--- config.mk ---
export PLATFORM = sky130hd
export DESIGN_NAME = mem_port_arbiter_flat
export DESIGN_NICKNAME = d
export VERILOG_FILES = /design/src/rtl/mem_port_arbiter_if.sv /design/src/rtl/mem_port_arbiter.sv /design/src/flat_wrapper.sv
export SDC_FILE = /design/constraint.sdc
export NUM_CORES = 1
export LEC_CHECK = 0
export ABC_CLOCK_PERIOD_IN_PS = 2040
export CAP_MARGIN = 10
export CELL_PAD_IN_SITES_DETAIL_PLACEMENT = 1
export CELL_PAD_IN_SITES_GLOBAL_PLACEMENT = 2
export CORE_MARGIN = 4
export CORE_UTILIZATION = 20
export DETAILED_ROUTE_END_ITERATION = 10
export PLACE_DENSITY = 0.81
export SETUP_SLACK_MARGIN = 0.1
export SYNTH_ARGS = -nofsm -noshare
export SYNTH_HDL_FRONTEND = slang
export SYNTH_SLANG_ARGS = --single-unit
--- constraint.sdc ---
create_clock -name clk_sys -period 2.04 [get_ports clk_sys]
set_clock_uncertainty 0.05 [all_clocks]
set_input_delay 0.408 -clock clk_sys [delete_from_list [all_inputs] [get_ports clk_sys]]
set_output_delay 0.408 -clock clk_sys [all_outputs]
set_load 0.02 [all_outputs]
--- src/rtl/mem_port_arbiter_if.sv ---
// -----------------------------------------------------------------------------
// mem_port_arbiter_if
//
// Purpose: bundles every signal exchanged between the system RAM port arbiter,
// its four requesters (video, CPU, FDD reader, ioctl writer) and the sram
// controller.
//
// Signal summary:
//   vid/cpu/fdd/misc_req   level requests, held until the matching ack
//   vid/cpu/fdd/misc_addr  request addresses (AW bits)
//   cpu_we, misc_we        write qualifiers (video and FDD are read-only)
//   cpu_din, misc_din      write data
//   ack[3:0]               one-cycle completion pulses (0=vid 1=cpu 2=fdd 3=misc)
//   rd_data                data of the last completed read
//   grant_id               requester owning the current/last transaction
//   busy, err              FSM not idle / transaction aborted (pulsed with ack)
//   mem_req/we/addr/din    transaction start and latched request to the sram
//   mem_ready, mem_dout    completion and read data from the sram
//
// Modports:
//   master - requesters and sram controller side (drives requests, ready)
//   slave  - arbiter side
// -----------------------------------------------------------------------------
interface mem_port_arbiter_if #(
   parameter int AW = 25
);
   logic          vid_req;
   logic          cpu_req;
   logic          fdd_req;
   logic          misc_req;
   logic [AW-1:0] vid_addr;
   logic [AW-1:0] cpu_addr;
   logic [AW-1:0] fdd_addr;
   logic [AW-1:0] misc_addr;
   logic          cpu_we;
   logic          misc_we;
   logic [7:0]    cpu_din;
   logic [7:0]    misc_din;
   logic [3:0]    ack;
   logic [7:0]    rd_data;
   logic [1:0]    grant_id;
   logic          busy;
   logic          err;
   logic          mem_req;
   logic          mem_we;
   logic [AW-1:0] mem_addr;
   logic [7:0]    mem_din;
   logic          mem_ready;
   logic [7:0]    mem_dout;

   modport master (
      output vid_req, cpu_req, fdd_req, misc_req,
      output vid_addr, cpu_addr, fdd_addr, misc_addr,
      output cpu_we, misc_we, cpu_din, misc_din,
      input  ack, rd_data, grant_id, busy, err,
      input  mem_req, mem_we, mem_addr, mem_din,
      output mem_ready, mem_dout
   );

   modport slave (
      input  vid_req, cpu_req, fdd_req, misc_req,
      input  vid_addr, cpu_addr, fdd_addr, misc_addr,
      input  cpu_we, misc_we, cpu_din, misc_din,
      output ack, rd_data, grant_id, busy, err,
      output mem_req, mem_we, mem_addr, mem_din,
      input  mem_ready, mem_dout
   );
endinterface

--- src/rtl/mem_port_arbiter.sv ---
// -----------------------------------------------------------------------------
// mem_port_arbiter
//
// Purpose: shares the single 8-bit system RAM port between video fetch, CPU,
// FDD image-buffer reader and ARM ioctl download writer. One transaction is
// in flight at a time (IDLE -> ISSUE -> WAIT -> DONE). Video has strict
// priority; CPU, FDD and ioctl ("misc") rotate round-robin so a long disk
// load cannot starve the CPU.
//
// Ports:
//   clk_sys  system clock, all logic on posedge
//   reset    asynchronous, active-high
//   bus      mem_port_arbiter_if.slave (requests, acks, sram port)
//
// Parameters:
//   AW       address width of every requester and of the memory port
//   TIMEOUT  WAIT cycles before a stalled transaction is aborted
//            (only with MEMARB_TIMEOUT_EN; must fit the 4-bit counter)
//
// Build option:
//   MEMARB_TIMEOUT_EN  when defined, a transaction that sees no mem_ready for
//                      TIMEOUT WAIT cycles completes with rd_data=8'hFF and
//                      err=1. When undefined, WAIT waits forever and err is 0.
// -----------------------------------------------------------------------------
module mem_port_arbiter #(
   parameter int AW      = 25,
   parameter int TIMEOUT = 15
) (
   input  logic              clk_sys,
   input  logic              reset,
   mem_port_arbiter_if.slave bus
);

   typedef enum logic [1:0] {
      S_IDLE  = 2'd0,
      S_ISSUE = 2'd1,
      S_WAIT  = 2'd2,
      S_DONE  = 2'd3
   } state_t;

   localparam logic [1:0] ID_VID  = 2'd0;
   localparam logic [1:0] ID_CPU  = 2'd1;
   localparam logic [1:0] ID_FDD  = 2'd2;
   localparam logic [1:0] ID_MISC = 2'd3;

   // The wait counter is 4 bits wide; anything outside 1..15 cannot be honoured.
   if (TIMEOUT < 1 || TIMEOUT > 15) begin : g_timeout_range
      $error("mem_port_arbiter: TIMEOUT must be in 1..15");
   end

   state_t        state_q,    state_d;
   logic [1:0]    grant_q,    grant_d;
   logic [1:0]    rr_ptr_q,   rr_ptr_d;
   logic [3:0]    excl_q,     excl_d;
   logic          mem_we_q,   mem_we_d;
   logic [AW-1:0] mem_addr_q, mem_addr_d;
   logic [7:0]    mem_din_q,  mem_din_d;
   logic [7:0]    rd_data_q,  rd_data_d;
   logic          err_q,      err_d;

   logic [3:0]    req_vec;
   logic [1:0]    cand0, cand1, cand2;
   logic [1:0]    win;
   logic          timeout_hit;

`ifdef MEMARB_TIMEOUT_EN
   localparam logic [3:0] TO_LAST = 4'(TIMEOUT - 1);

   logic [3:0]    to_cnt_q, to_cnt_d;

   // to_cnt counts completed WAIT cycles; the TIMEOUT-th one without
   // mem_ready aborts.
   assign timeout_hit = (to_cnt_q == TO_LAST);
`else
   assign timeout_hit = 1'b0;
`endif

   // Round-robin successor among the shared sources: cpu -> fdd -> misc -> cpu.
   function automatic logic [1:0] rr_next(input logic [1:0] id);
      return (id == ID_MISC) ? ID_CPU : id + 2'd1;
   endfunction

   function automatic logic [3:0] onehot(input logic [1:0] id);
      return 4'b0001 << id;
   endfunction

   // Next-state and datapath latch decisions
   always_comb begin
      state_d    = state_q;
      grant_d    = grant_q;
      rr_ptr_d   = rr_ptr_q;
      excl_d     = 4'b0000;
      mem_we_d   = mem_we_q;
      mem_addr_d = mem_addr_q;
      mem_din_d  = mem_din_q;
      rd_data_d  = rd_data_q;
      err_d      = err_q;
`ifdef MEMARB_TIMEOUT_EN
      to_cnt_d   = to_cnt_q;
`endif

      // The source acked in the previous cycle is masked for one IDLE cycle,
      // giving it time to drop its level request before being re-granted.
      req_vec = {bus.misc_req, bus.fdd_req, bus.cpu_req, bus.vid_req} & ~excl_q;

      cand0 = rr_ptr_q;
      cand1 = rr_next(cand0);
      cand2 = rr_next(cand1);

      if (req_vec[ID_VID]) begin
         win = ID_VID;
      end else if (req_vec[cand0]) begin
         win = cand0;
      end else if (req_vec[cand1]) begin
         win = cand1;
      end else begin
         win = cand2;
      end

      case (state_q)
         S_IDLE: begin
            if (|req_vec) begin
               grant_d = win;
               err_d   = 1'b0;
               state_d = S_ISSUE;
               case (win)
                  ID_VID: begin
                     mem_addr_d = bus.vid_addr;
                     mem_we_d   = 1'b0;
                     mem_din_d  = 8'h00;
                  end
                  ID_CPU: begin
                     mem_addr_d = bus.cpu_addr;
                     mem_we_d   = bus.cpu_we;
                     mem_din_d  = bus.cpu_din;
                  end
                  ID_FDD: begin
                     mem_addr_d = bus.fdd_addr;
                     mem_we_d   = 1'b0;
                     mem_din_d  = 8'h00;
                  end
                  default: begin
                     mem_addr_d = bus.misc_addr;
                     mem_we_d   = bus.misc_we;
                     mem_din_d  = bus.misc_din;
                  end
               endcase
            end
         end

         // mem_ready is deliberately not looked at here: the controller only
         // sees mem_req during this cycle, so a ready now is stale.
         S_ISSUE: begin
            state_d = S_WAIT;
`ifdef MEMARB_TIMEOUT_EN
            to_cnt_d = 4'd0;
`endif
         end

         S_WAIT: begin
            if (bus.mem_ready) begin
               if (!mem_we_q) begin
                  rd_data_d = bus.mem_dout;
               end
               state_d = S_DONE;
            end else if (timeout_hit) begin
               rd_data_d = 8'hFF;
               err_d     = 1'b1;
               state_d   = S_DONE;
            end else begin
`ifdef MEMARB_TIMEOUT_EN
               to_cnt_d = to_cnt_q + 4'd1;
`endif
            end
         end

         S_DONE: begin
            // Video grants do not consume a round-robin slot.
            if (grant_q != ID_VID) begin
               rr_ptr_d = rr_next(grant_q);
            end
            excl_d  = onehot(grant_q);
            state_d = S_IDLE;
         end

         default: begin
            state_d = S_IDLE;
         end
      endcase
   end

   // State and latched transaction registers
   always_ff @(posedge clk_sys or posedge reset) begin
      if (reset) begin
         state_q    <= S_IDLE;
         grant_q    <= ID_VID;
         rr_ptr_q   <= ID_CPU;
         excl_q     <= 4'b0000;
         mem_we_q   <= 1'b0;
         mem_addr_q <= '0;
         mem_din_q  <= 8'h00;
         rd_data_q  <= 8'hFF;
         err_q      <= 1'b0;
      end else begin
         state_q    <= state_d;
         grant_q    <= grant_d;
         rr_ptr_q   <= rr_ptr_d;
         excl_q     <= excl_d;
         mem_we_q   <= mem_we_d;
         mem_addr_q <= mem_addr_d;
         mem_din_q  <= mem_din_d;
         rd_data_q  <= rd_data_d;
         err_q      <= err_d;
      end
   end

`ifdef MEMARB_TIMEOUT_EN
   always_ff @(posedge clk_sys or posedge reset) begin
      if (reset) begin
         to_cnt_q <= 4'd0;
      end else begin
         to_cnt_q <= to_cnt_d;
      end
   end
`endif

   // Outputs are decoded from registered state only, so they are glitch-free
   // and never depend combinationally on requester inputs.
   assign bus.ack      = (state_q == S_DONE) ? onehot(grant_q) : 4'b0000;
   assign bus.err      = (state_q == S_DONE) & err_q;
   assign bus.mem_req  = (state_q == S_ISSUE);
   assign bus.busy     = (state_q != S_IDLE);
   assign bus.grant_id = grant_q;
   assign bus.mem_we   = mem_we_q;
   assign bus.mem_addr = mem_addr_q;
   assign bus.mem_din  = mem_din_q;
   assign bus.rd_data  = rd_data_q;

endmodule

--- src/flat_wrapper.sv ---
// flat-port wrapper written by rule: the top's interface ports become plain ports
module mem_port_arbiter_flat 
#(
   parameter int AW      = 25,
   parameter int TIMEOUT = 15
)
  (clk_sys, reset, bus_vid_req, bus_cpu_req, bus_fdd_req, bus_misc_req, bus_vid_addr, bus_cpu_addr, bus_fdd_addr, bus_misc_addr, bus_cpu_we, bus_misc_we, bus_cpu_din, bus_misc_din, bus_ack, bus_rd_data, bus_grant_id, bus_busy, bus_err, bus_mem_req, bus_mem_we, bus_mem_addr, bus_mem_din, bus_mem_ready, bus_mem_dout);
  mem_port_arbiter_if #(.AW(AW)) bus_i ();
  input  logic clk_sys;
  input  logic reset;
  input wire logic [$bits(bus_i.vid_req)-1:0] bus_vid_req;
  input wire logic [$bits(bus_i.cpu_req)-1:0] bus_cpu_req;
  input wire logic [$bits(bus_i.fdd_req)-1:0] bus_fdd_req;
  input wire logic [$bits(bus_i.misc_req)-1:0] bus_misc_req;
  input wire logic [$bits(bus_i.vid_addr)-1:0] bus_vid_addr;
  input wire logic [$bits(bus_i.cpu_addr)-1:0] bus_cpu_addr;
  input wire logic [$bits(bus_i.fdd_addr)-1:0] bus_fdd_addr;
  input wire logic [$bits(bus_i.misc_addr)-1:0] bus_misc_addr;
  input wire logic [$bits(bus_i.cpu_we)-1:0] bus_cpu_we;
  input wire logic [$bits(bus_i.misc_we)-1:0] bus_misc_we;
  input wire logic [$bits(bus_i.cpu_din)-1:0] bus_cpu_din;
  input wire logic [$bits(bus_i.misc_din)-1:0] bus_misc_din;
  output wire logic [$bits(bus_i.ack)-1:0] bus_ack;
  output wire logic [$bits(bus_i.rd_data)-1:0] bus_rd_data;
  output wire logic [$bits(bus_i.grant_id)-1:0] bus_grant_id;
  output wire logic [$bits(bus_i.busy)-1:0] bus_busy;
  output wire logic [$bits(bus_i.err)-1:0] bus_err;
  output wire logic [$bits(bus_i.mem_req)-1:0] bus_mem_req;
  output wire logic [$bits(bus_i.mem_we)-1:0] bus_mem_we;
  output wire logic [$bits(bus_i.mem_addr)-1:0] bus_mem_addr;
  output wire logic [$bits(bus_i.mem_din)-1:0] bus_mem_din;
  input wire logic [$bits(bus_i.mem_ready)-1:0] bus_mem_ready;
  input wire logic [$bits(bus_i.mem_dout)-1:0] bus_mem_dout;
  assign bus_i.vid_req = bus_vid_req;
  assign bus_i.cpu_req = bus_cpu_req;
  assign bus_i.fdd_req = bus_fdd_req;
  assign bus_i.misc_req = bus_misc_req;
  assign bus_i.vid_addr = bus_vid_addr;
  assign bus_i.cpu_addr = bus_cpu_addr;
  assign bus_i.fdd_addr = bus_fdd_addr;
  assign bus_i.misc_addr = bus_misc_addr;
  assign bus_i.cpu_we = bus_cpu_we;
  assign bus_i.misc_we = bus_misc_we;
  assign bus_i.cpu_din = bus_cpu_din;
  assign bus_i.misc_din = bus_misc_din;
  assign bus_ack = bus_i.ack;
  assign bus_rd_data = bus_i.rd_data;
  assign bus_grant_id = bus_i.grant_id;
  assign bus_busy = bus_i.busy;
  assign bus_err = bus_i.err;
  assign bus_mem_req = bus_i.mem_req;
  assign bus_mem_we = bus_i.mem_we;
  assign bus_mem_addr = bus_i.mem_addr;
  assign bus_mem_din = bus_i.mem_din;
  assign bus_i.mem_ready = bus_mem_ready;
  assign bus_i.mem_dout = bus_mem_dout;
  mem_port_arbiter #(.AW(AW), .TIMEOUT(TIMEOUT)) u_core (.clk_sys(clk_sys), .reset(reset), .bus(bus_i));
endmodule
==> impl_metrics.toml, run 1 <==
[status]
status = "finished with violations"
violations = "negative setup slack"

[cts]
clock_latency_ns = 0.30
cts_root_buf = "clkbuf_16"
htreeDepth = 2
cts_buffers = 5
holdBufCountCts = 0
cts.reportedPaths.clkPinSlew_ns = 0.08
cts_sinks = 52
clockBufferDepth = 2
cts_tree = "done"

[worst_setup_path]
cp.required_ns = 2.18
rr_startpoint = "u_core.cand0[0]"
worstPathMaxFanout = 5
rr_worst_depth = 9
max_stage_delay_ns = 0.53
worstPathCellList = "clkdlybuf4s50_1 > nor4bb_4 > a31o_2 > a31oi_4 > nand3b_4 > buf_6 > clkbuf_16 > a211oi_2 > o31ai_2"
rrSetupSlack_ns = -0.20
endpoint_kind = "flip-flop"
timing.rr.end = "u_core.bus.mem_addr[0]"
critPathLaunchType = "input port"
crit_buf_inv = 3
critical_path.slowest_cell = "clkdlybuf4s50_1"
worst-endpoint-arrival_ns = 2.39
crit_family = "buffers and inverters"
worstSetupPathType = "input port to flip-flop"

[placed_design]
routabilityCongestion = 0.808
dpl-instance-area_sq_mm = 0.00582
dpl.hpwl_um = 11600
dp_cells = 778
port_buffers = 182

[die]
start_util_pct = 20.4
fp-row-count = 48
fp.coreArea_sq_mm = 0.0174
die_y_um = 141
ios = 184
die_area_sq_mm = 0.0199
die_w_um = 141

[flow_run]
maxCapViolCount = 0

[finish]
drive_gt1_share_pct = 31.4
fin_nets = 721
syn2layout_area_growth_pct = 91.0
final_cells = 807
final_cell_area_sq_mm = 0.00677

[yosys]
ys_types = 41
yosysSeqAreaShare_pct = 37.0
ys_async_sr_fraction_pct = 100
synth_commonest_cells = "nor2_1, nand3_1, dfrtp_1"
synth_area_leaders = "dfrtp_1, a211oi_2, nand3_1"
synth.most_common_cell = "nor2_1"
ys_warn_count = 0
syn_avg_cell_area_sq_um = 9.21
synth_edf_count = 0
synth.net_count = 528
syn_area_sq_mm = 0.00354
synth_top_area_share_pct = 30.4
ys_ff_latch = 52
syn_inst = 385
yosysTopAreaCell = "dfrtp_1"
synthFlopType = "dfrtp_1"

[power_and_ir_drop]
power_switching_mw = 5.26
ir_drop_mv = 0.753
p_sw_share_pct = 46.0
seqPwrFrac_pct = 17.0
p_comb_share_pct = 75.1
powerDensity_mw_per_mm2 = 1690
p_leak_nw = 2.65
p_clk_share_pct = 7.9
intPower_mw = 6.18

[global_routing]
gr-total-overflow = 0
grt_pass1_wl_um = 25200
grt_max_degree = 53
grt_pass1_vias = 4219
antenna_found_initial = 2
grt_usage_pct = 16.2

[hold_path]
hold_start = "u_core.bus.mem_addr[4]"
holdPathStages = 2
min_to = "u_core.bus.mem_addr[4]"
min_path_type = "flip-flop to flip-flop"

[timing]
fin_crit_sh_pct = 111
timing.final.crit_period_ns = 2.26
hold_viol = 0
rsz0062_at_grt = "yes"
tightest_slew_ns = 0.564
setup_viol = 36
final.setup.worst_slack_ns = -0.217
relSlewSlack_pct = 62.4
fmax_ghz = 0.443
final_max_slew_viol_count = 0
hold_slack_ns = 0.438

[routing]
drt_iter0_markers = 146
routedWlPerCell_um = 20.7
firstDrtPassIters = 4
routed_via_density = 4.63
drcViolationCount = 0
final_antenna_net_count = 0
vias = 3740
routed_wl_um = 16700
## metal layers
metal,track usage (%),vias to the layer above,wire length [um],part of all wire [%]
met2,28.7,98,8790,53
met1,19.9,1886,6840,41
li1,-,1736,-,-
met3,2.71,20,670,4.0
met5,0,-,0,0
met4,5.35,0,432,2.6
## cells in the final DEF (no fill, tap or decap), types with 3 or more instances in the layout
cell type | Yosys | layout
nand2_1 | 40 | 39
nor2b_1 | 5 | 3
o31ai_1 | 5 | 4
mux2i_4 | 0 | 6
nand3_1 | 50 | 50
dfstp_2 | 9 | 9
o21ai_2 | 0 | 3
o31ai_2 | 20 | 21
nor2_2 | 0 | 5
clkdlybuf4s50_1 | 0 | 173
buf_12 | 2 | 9
nor2_1 | 51 | 46
buf_4 | 5 | 18
clkbuf_16 | 0 | 8
o21ai_1 | 10 | 7
dlymetal6s2s_1 | 0 | 3
ha_1 | 10 | 7
buf_16 | 0 | 3
diode_2 | 0 | 3
dfrtp_1 | 43 | 42
and2_1 | 4 | 4
buf_2 | 8 | 4
mux2_2 | 9 | 9
a211oi_4 | 0 | 30
buf_6 | 1 | 7
inv_1 | 8 | 6
a211oi_2 | 20 | 20
## worst max path at each step
stage,from,endpoint,slack (ns),cells after the start
after detailed placement,bus_fdd_req,u_core.bus.mem_addr[3],-0.56,8
after global routing,u_core.cand0[0],u_core.bus.mem_addr[4],-0.28,9
after floorplan,u_core.cand0[0],u_core.bus.mem_addr[1],-0.003,8
final,bus_fdd_req,u_core.bus.mem_addr[0],-0.22,9
after CTS,u_core.cand0[0],u_core.bus.mem_addr[3],-0.17,9
after global placement,bus_fdd_req,u_core.bus.mem_addr[5],-0.49,8
## flip-flops by register name (all words and copies together), names as in the netlist
| register | flops |
|---|---|
| u_core.bus.grant_id | 2 |
| u_core.bus.mem_addr | 25 |
| u_core.bus.mem_din | 8 |
| u_core.bus.mem_we | 1 |
| u_core.bus.rd_data | 8 |
| u_core.cand0 | 2 |
| u_core.excl_q | 4 |
| u_core.state_q | 2 |
## final cells by class
class / count / area (sq um)
Tap cell: 225 / 282
Antenna cell: 3 / 7.51
Multi-Input combinational cell: 288 / 2600
Clock inverter: 3 / 22.5
Clock buffer: 5 / 125
Sequential cell: 52 / 1310
Timing Repair Buffer: 223 / 2390
Fill cell: 1894 / 10600
Inverter: 8 / 30.0
## repair_timing
item,in CTS,in global routing
gates resized for setup,83,35
setup endpoints to repair,42,43
cloned,4,4
setup buffers,9,1
pin swaps,37,19
## logic make-up after synthesis
logic type	after synthesis	synth area share, %
multiplexers	18	5.40
other	1	0.106
AO/OA/AOI/OAI	94	25.2
adder cells (fa/ha/maj)	10	3.53
buffers and inverters	45	6.71
AND/OR/NAND/NOR	165	22.0
flip-flops	52	37.0
## tightest hold or removal path: stages (launching register included)
cell     delay [ns]
dfrtp_1        0.35
nand2_1        0.05
o31ai_1        0.05
## power groups by stage
stage / Clock, mW / Combinational [mW] / Sequential [mW]
2_1_floorplan: 0 / 3.62 / 2.44
3_3_place_gp: 0 / 6.22 / 1.93
3_5_place_dp: 0 / 6.45 / 1.95
4_1_cts: 0.929 / 7.94 / 1.95
5_1_grt: 0.971 / 9.11 / 2.02
6_report: 0.898 / 8.59 / 1.95
## per-stage QoR
step	setup WS (ns)	util (%)	TNS (ns)	power, mW
after floorplan	-0.00331	-	-0.00793	6.06
after global placement	-0.491	33.6	-14.12	8.15
after detailed placement	-0.560	33.6	-16.43	8.40
after CTS	-0.172	37.5	-4.41	10.8
after global routing	-0.276	39.0	-8.16	12.1
final	-0.217	39.0	-5.86	11.4
Note: power is estimated with default switching activity, not from simulation.
==> run 2: changes to the inputs <==
- GPL_ROUTABILITY_DRIVEN: unset -> 0
- GPL_TIMING_DRIVEN: unset -> 0
==> run 2 against run 1 <==
Effect of this change:
- the run still ends with negative setup slack left
- sequential power barely moved
- global-route usage fell by 0.55 points
- critical path depth rose by 1
- clock power rose by 11%
- cell area rose by 0.17%
- register-to-register slack got worse by 0.11 ns
- die area did not move
==> impl_metrics.toml, run 2 (synthesis results as in run 1) <==
[cts]
clockBufferDepth = 2
cts_buffers = 5
htreeDepth = 2
clock_latency_ns = 0.30
cts_sinks = 52
cts.reportedPaths.clkPinSlew_ns = 0.07
cts_tree = "done"
cts_root_buf = "clkbuf_16"
holdBufCountCts = 0

[status]
status = "finished with violations"
violations = "negative setup slack"

[global_routing]
antenna_found_initial = 1
grt_pass1_wl_um = 24400
gr-total-overflow = 0
grt_usage_pct = 15.6
grt_pass1_vias = 4256
grt_max_degree = 28

[worst_setup_path]
worstPathMaxFanout = 10
critPathLaunchType = "input port"
worst-endpoint-arrival_ns = 2.52
critical_path.slowest_cell = "clkdlybuf4s50_1"
crit_buf_inv = 4
crit_start = "bus_cpu_req"
worstPathCellList = "clkdlybuf4s50_1 > nor3b_4 > a2bb2oi_4 > a31oi_4 > buf_6 > nand3b_4 > buf_12 > buf_6 > mux2i_2 > o21ai_1"
cp.required_ns = 2.18
max_stage_delay_ns = 0.55
rr_startpoint = "u_core.cand0[0]"
crit_family = "buffers and inverters"
rrSetupSlack_ns = -0.31
worstSetupPathType = "input port to flip-flop"
cpMostUsedCell = "buf_6"
endpoint_kind = "flip-flop"

[timing]
final_max_slew_viol_count = 0
setup_viol = 36
tightest_slew_ns = 0.593
fin_crit_sh_pct = 117
relSlewSlack_pct = 60.4
fmax_ghz = 0.420
final.setup.worst_slack_ns = -0.342
hold_viol = 0
rsz0062_at_grt = "yes"
timing.final.crit_period_ns = 2.38

[power_and_ir_drop]
powerDensity_mw_per_mm2 = 1700
p_sw_share_pct = 45.9
p_comb_share_pct = 74.5
p_leak_nw = 2.66
power_switching_mw = 5.28
intPower_mw = 6.24
p_clk_share_pct = 8.6
total_power_mw = 11.5
seqPwrFrac_pct = 16.8
ir_drop_mv = 0.544

[finish]
syn2layout_area_growth_pct = 91.4
largest_reg_flops = 25
final_common_cell = "clkdlybuf4s50_1"
fin_nets = 741
final_cell_area_sq_mm = 0.00678
layout_common_cells = "clkdlybuf4s50_1, nand3_1, dfrtp_1"
drive_gt1_share_pct = 31.2

[placed_design]
dpl-instance-area_sq_mm = 0.00582
dpl.hpwl_um = 12400
port_buffers = 182
post-place-ws_ns = -0.854

[die]
fp.coreArea_sq_mm = 0.0174
die_w_um = 141
die_area_sq_mm = 0.0199
ios = 184
start_util_pct = 20.4
fp-row-count = 48
die_y_um = 141

[routing]
routed_wl_um = 16500
routed_via_density = 4.54
routedWlPerCell_um = 20.0
drcViolationCount = 0
firstDrtPassIters = 4
drt_iter0_markers = 112
final_antenna_net_count = 0
vias = 3745

[flow_run]
maxCapViolCount = 0

[hold_path]
min_path_type = "flip-flop to flip-flop"
hold_start = "u_core.bus.mem_din[6]"
-- run 2: cell type report --
class                   count  area [sq um]
diodes                      1          2.50
flip-flops and latches     52          1320
inverters                   8          30.0
well taps                 225           282
fillers                  1899         10600
clock buffers               6           129
repair buffers            206          2100
multi-input cells         288          2560
clock inverters             2          38.8
plain buffers              37           325
-- run 2: worst min-delay path, stage by stage (launching register included) --
cell	delay (ns)
dfrtp_1	0.35
nand2_1	0.05
o21ai_1	0.06
-- run 2: power by group through the flow --
stage | combinational [mW] | clock, mW | sequential, mW
floorplan | 3.62 | 0 | 2.44
global placement | 6.29 | 0 | 1.95
detailed placement | 6.49 | 0 | 1.98
CTS | 7.80 | 1.03 | 1.94
global route | 9.13 | 1.06 | 2.01
finish | 8.59 | 0.995 | 1.94
-- run 2: repair_timing --
item,4_1_cts,5_1_grt
pin swaps,46,9
buffers inserted,14,4
endpoints found under the setup margin,42,40
cloned,2,3
resized for setup,84,55
-- run 2: final timing paths --
| kind | endpoint | depth (start not counted) |
|---|---|---|
| max | u_core.bus.mem_din[5] | 10 |
| min | u_core.bus.mem_din[6] | 2 |
| max reg2reg | u_core.bus.mem_din[5] | 10 |
| min reg2reg | u_core.bus.mem_din[6] | 2 |
| max in group asynchronous | u_core.bus.grant_id[1] | 3 |
| min in group asynchronous | u_core.bus.mem_addr[7] | 2 |
-- run 2: layer usage --
layer  vias to the layer above  track usage, %  part of all wire [%]
li1                       1771               -                     -
met5                         -               0                     0
met4                         0            4.64                   2.0
met2                       107            28.0                    53
met1                      1847            19.3                    42
met3                        20            2.41                   3.8
-- run 2: metrics by stage --
stage               setup TNS, ns  instances  hold WS [ns]  utilization (%)
floorplan                -0.00793        385         0.446                -
CTS                         -9.38        817         0.443             37.3
global placement           -61.67        792         0.416             33.4
global route               -12.10        825         0.463             39.1
finish                      -9.83        825         0.439             39.1
detailed placement         -25.09        793         0.426             33.5
==> run 3: changes to the inputs <==
- PLACE_DENSITY: 0.81 -> 0.86
==> run 3 against run 2 <==
Effect of this change:
- the flow still finishes with violations (negative setup slack)
- sequential power about the same
- cell area grew 0.35%
- die area stayed put
- worst hold slack worse by 0.0051 ns
- non-clock buffer count rose by 2
- worst setup slack better by 0.13 ns
- power is 0.87% lower
- register-to-register slack better by 0.10 ns
- clock-buffer cell count is 1 higher
- critical path type is now flip-flop to flip-flop
- largest cell class unchanged
==> impl_metrics.toml, run 3 (synthesis results as in run 1) <==
[status]
status = "finished with violations"
violations = "negative setup slack"

[finish]
fin_nets = 743
largest_reg_flops = 25
drive_gt1_share_pct = 30.8
final_common_cell = "clkdlybuf4s50_1"
layout_common_cells = "clkdlybuf4s50_1, nand3_1, nor2_1"
final_cells = 827
syn2layout_area_growth_pct = 92.0
fillCellCount = 1913

[power_and_ir_drop]
ir_drop_mv = 0.628
p_leak_nw = 2.69
powerDensity_mw_per_mm2 = 1680

[die]
die_area_sq_mm = 0.0199
fp-row-count = 48
die_w_um = 141
fp.coreArea_sq_mm = 0.0174
ios = 184
die_y_um = 141
start_util_pct = 20.4

[timing]
hold_viol = 0
fin_crit_sh_pct = 110
relSlewSlack_pct = 58.4
fmax_ghz = 0.444
final_max_slew_viol_count = 0
final.setup.worst_slack_ns = -0.210
setup_viol = 36
tightest_slew_ns = 0.623
hold_slack_ns = 0.434
setup_tns_ns = -5.40
timing.final.crit_period_ns = 2.25
rsz0062_at_grt = "yes"

[flow_run]
maxCapViolCount = 0

[global_routing]
grt_pass1_vias = 4343
gr-total-overflow = 0
grt_pass1_wl_um = 24500
antenna_found_initial = 1
grt_usage_pct = 15.8
grt_max_degree = 28

[routing]
final_antenna_net_count = 0
routed_via_density = 4.52
routed_wl_um = 15800
drt_iter0_markers = 112
routedWlPerCell_um = 19.1
firstDrtPassIters = 4
vias = 3740
drcViolationCount = 0

[worst_setup_path]
critPathLaunchType = "flip-flop"
cpMostUsedCell = "buf_12"
max_stage_delay_ns = 0.60
crit_buf_inv = 3
critical_path.slowest_cell = "dfstp_2"
worstPathMaxFanout = 5
timing.rr.end = "u_core.bus.mem_addr[5]"
endpoint_kind = "flip-flop"
rr_worst_depth = 9
crit_family = "compound AO/OA/AOI/OAI gates"
rrSetupSlack_ns = -0.21
worstPathCellList = "buf_6 > nor4bb_4 > a31o_2 > nand4bb_4 > and2_4 > buf_12 > buf_12 > a211oi_4 > o31ai_1"
cp.required_ns = 2.18
worstSetupPathType = "flip-flop to flip-flop"
worst-endpoint-arrival_ns = 2.39
crit_start = "u_core.cand0[0]"
rr_startpoint = "u_core.cand0[0]"

[hold_path]
min_path_type = "flip-flop to flip-flop"
holdPathStages = 2
hold_start = "u_core.bus.mem_addr[5]"
min_to = "u_core.bus.mem_addr[5]"

[cts]
holdBufCountCts = 0
cts_root_buf = "clkbuf_16"
clock_latency_ns = 0.31
htreeDepth = 2
cts_tree = "done"
cts_sinks = 52
cts_buffers = 5
clockBufferDepth = 2
cts.reportedPaths.clkPinSlew_ns = 0.07

[placed_design]
dp_cells = 793
dpl.hpwl_um = 12000
port_buffers = 182
==> run 3: worst register-to-register path: cells and delay by family (launching register included) <==
| kind | cells | cell delay [ns] |
|---|---|---|
| compound gates | 3 | 0.64 |
| flops | 1 | 0.60 |
| buf+inv | 3 | 0.42 |
| simple gates | 3 | 0.42 |
==> run 3: worst max-delay path by stage <==
stage,to,depth (start not counted)
after global placement,u_core.bus.mem_din[0],2
final,u_core.bus.mem_addr[5],9
after floorplan,u_core.bus.mem_addr[1],8
after CTS,u_core.bus.mem_addr[5],9
after global routing,u_core.bus.mem_we,9
after detailed placement,u_core.bus.mem_addr[5],8
==> run 3: through the flow <==
stage          setup WS (ns)  power (mW)  cell area (sq um)  utilization [%]
5_1_grt               -0.296        12.2               6810             39.2
4_1_cts               -0.188        11.2               6640             38.3
3_5_place_dp          -0.876        8.43               5820             33.5
6_report              -0.210        11.4               6810             39.2
2_1_floorplan       -0.00331        6.06               3700                -
3_3_place_gp          -0.884        8.20               5800             33.4
==> run 3: final cells by class <==
class                   instances  area (sq um)  area share [%]
flip-flops and latches         52          1310            19.3
inverters                       8          30.0           0.441
clock inverters                 1          8.76           0.129
clock buffers                   7           154            2.26
plain buffers                  37           364            5.35
multi-input cells             288          2520            37.0
diodes                          1          2.50          0.0368
repair buffers                208          2140            31.4
well taps                     225           282            4.14
==> run 3: report_power, final <==
part	switching [mW]	internal, mW
clock	0.422	0.536
sequential	0.331	1.61
combinational	4.37	4.14
==> run 3: what timing repair did <==
action / in CTS / in global routing
endpoints found under the setup margin: 42 / 41
endpoints found under the hold margin: 0 / 0
gates resized for setup: 105 / 37
cloned: 3 / 3
setup buffers: 19 / 1
pin swaps: 35 / 6
==> run 3: per-layer routing <==
metal	GRT usage, %	share of wire [%]	vias up
met5	0	0	-
met4	5.81	2.2	0
met3	2.68	4.5	24
met2	27.9	52	111
met1	19.2	41	1814
li1	-	-	1791
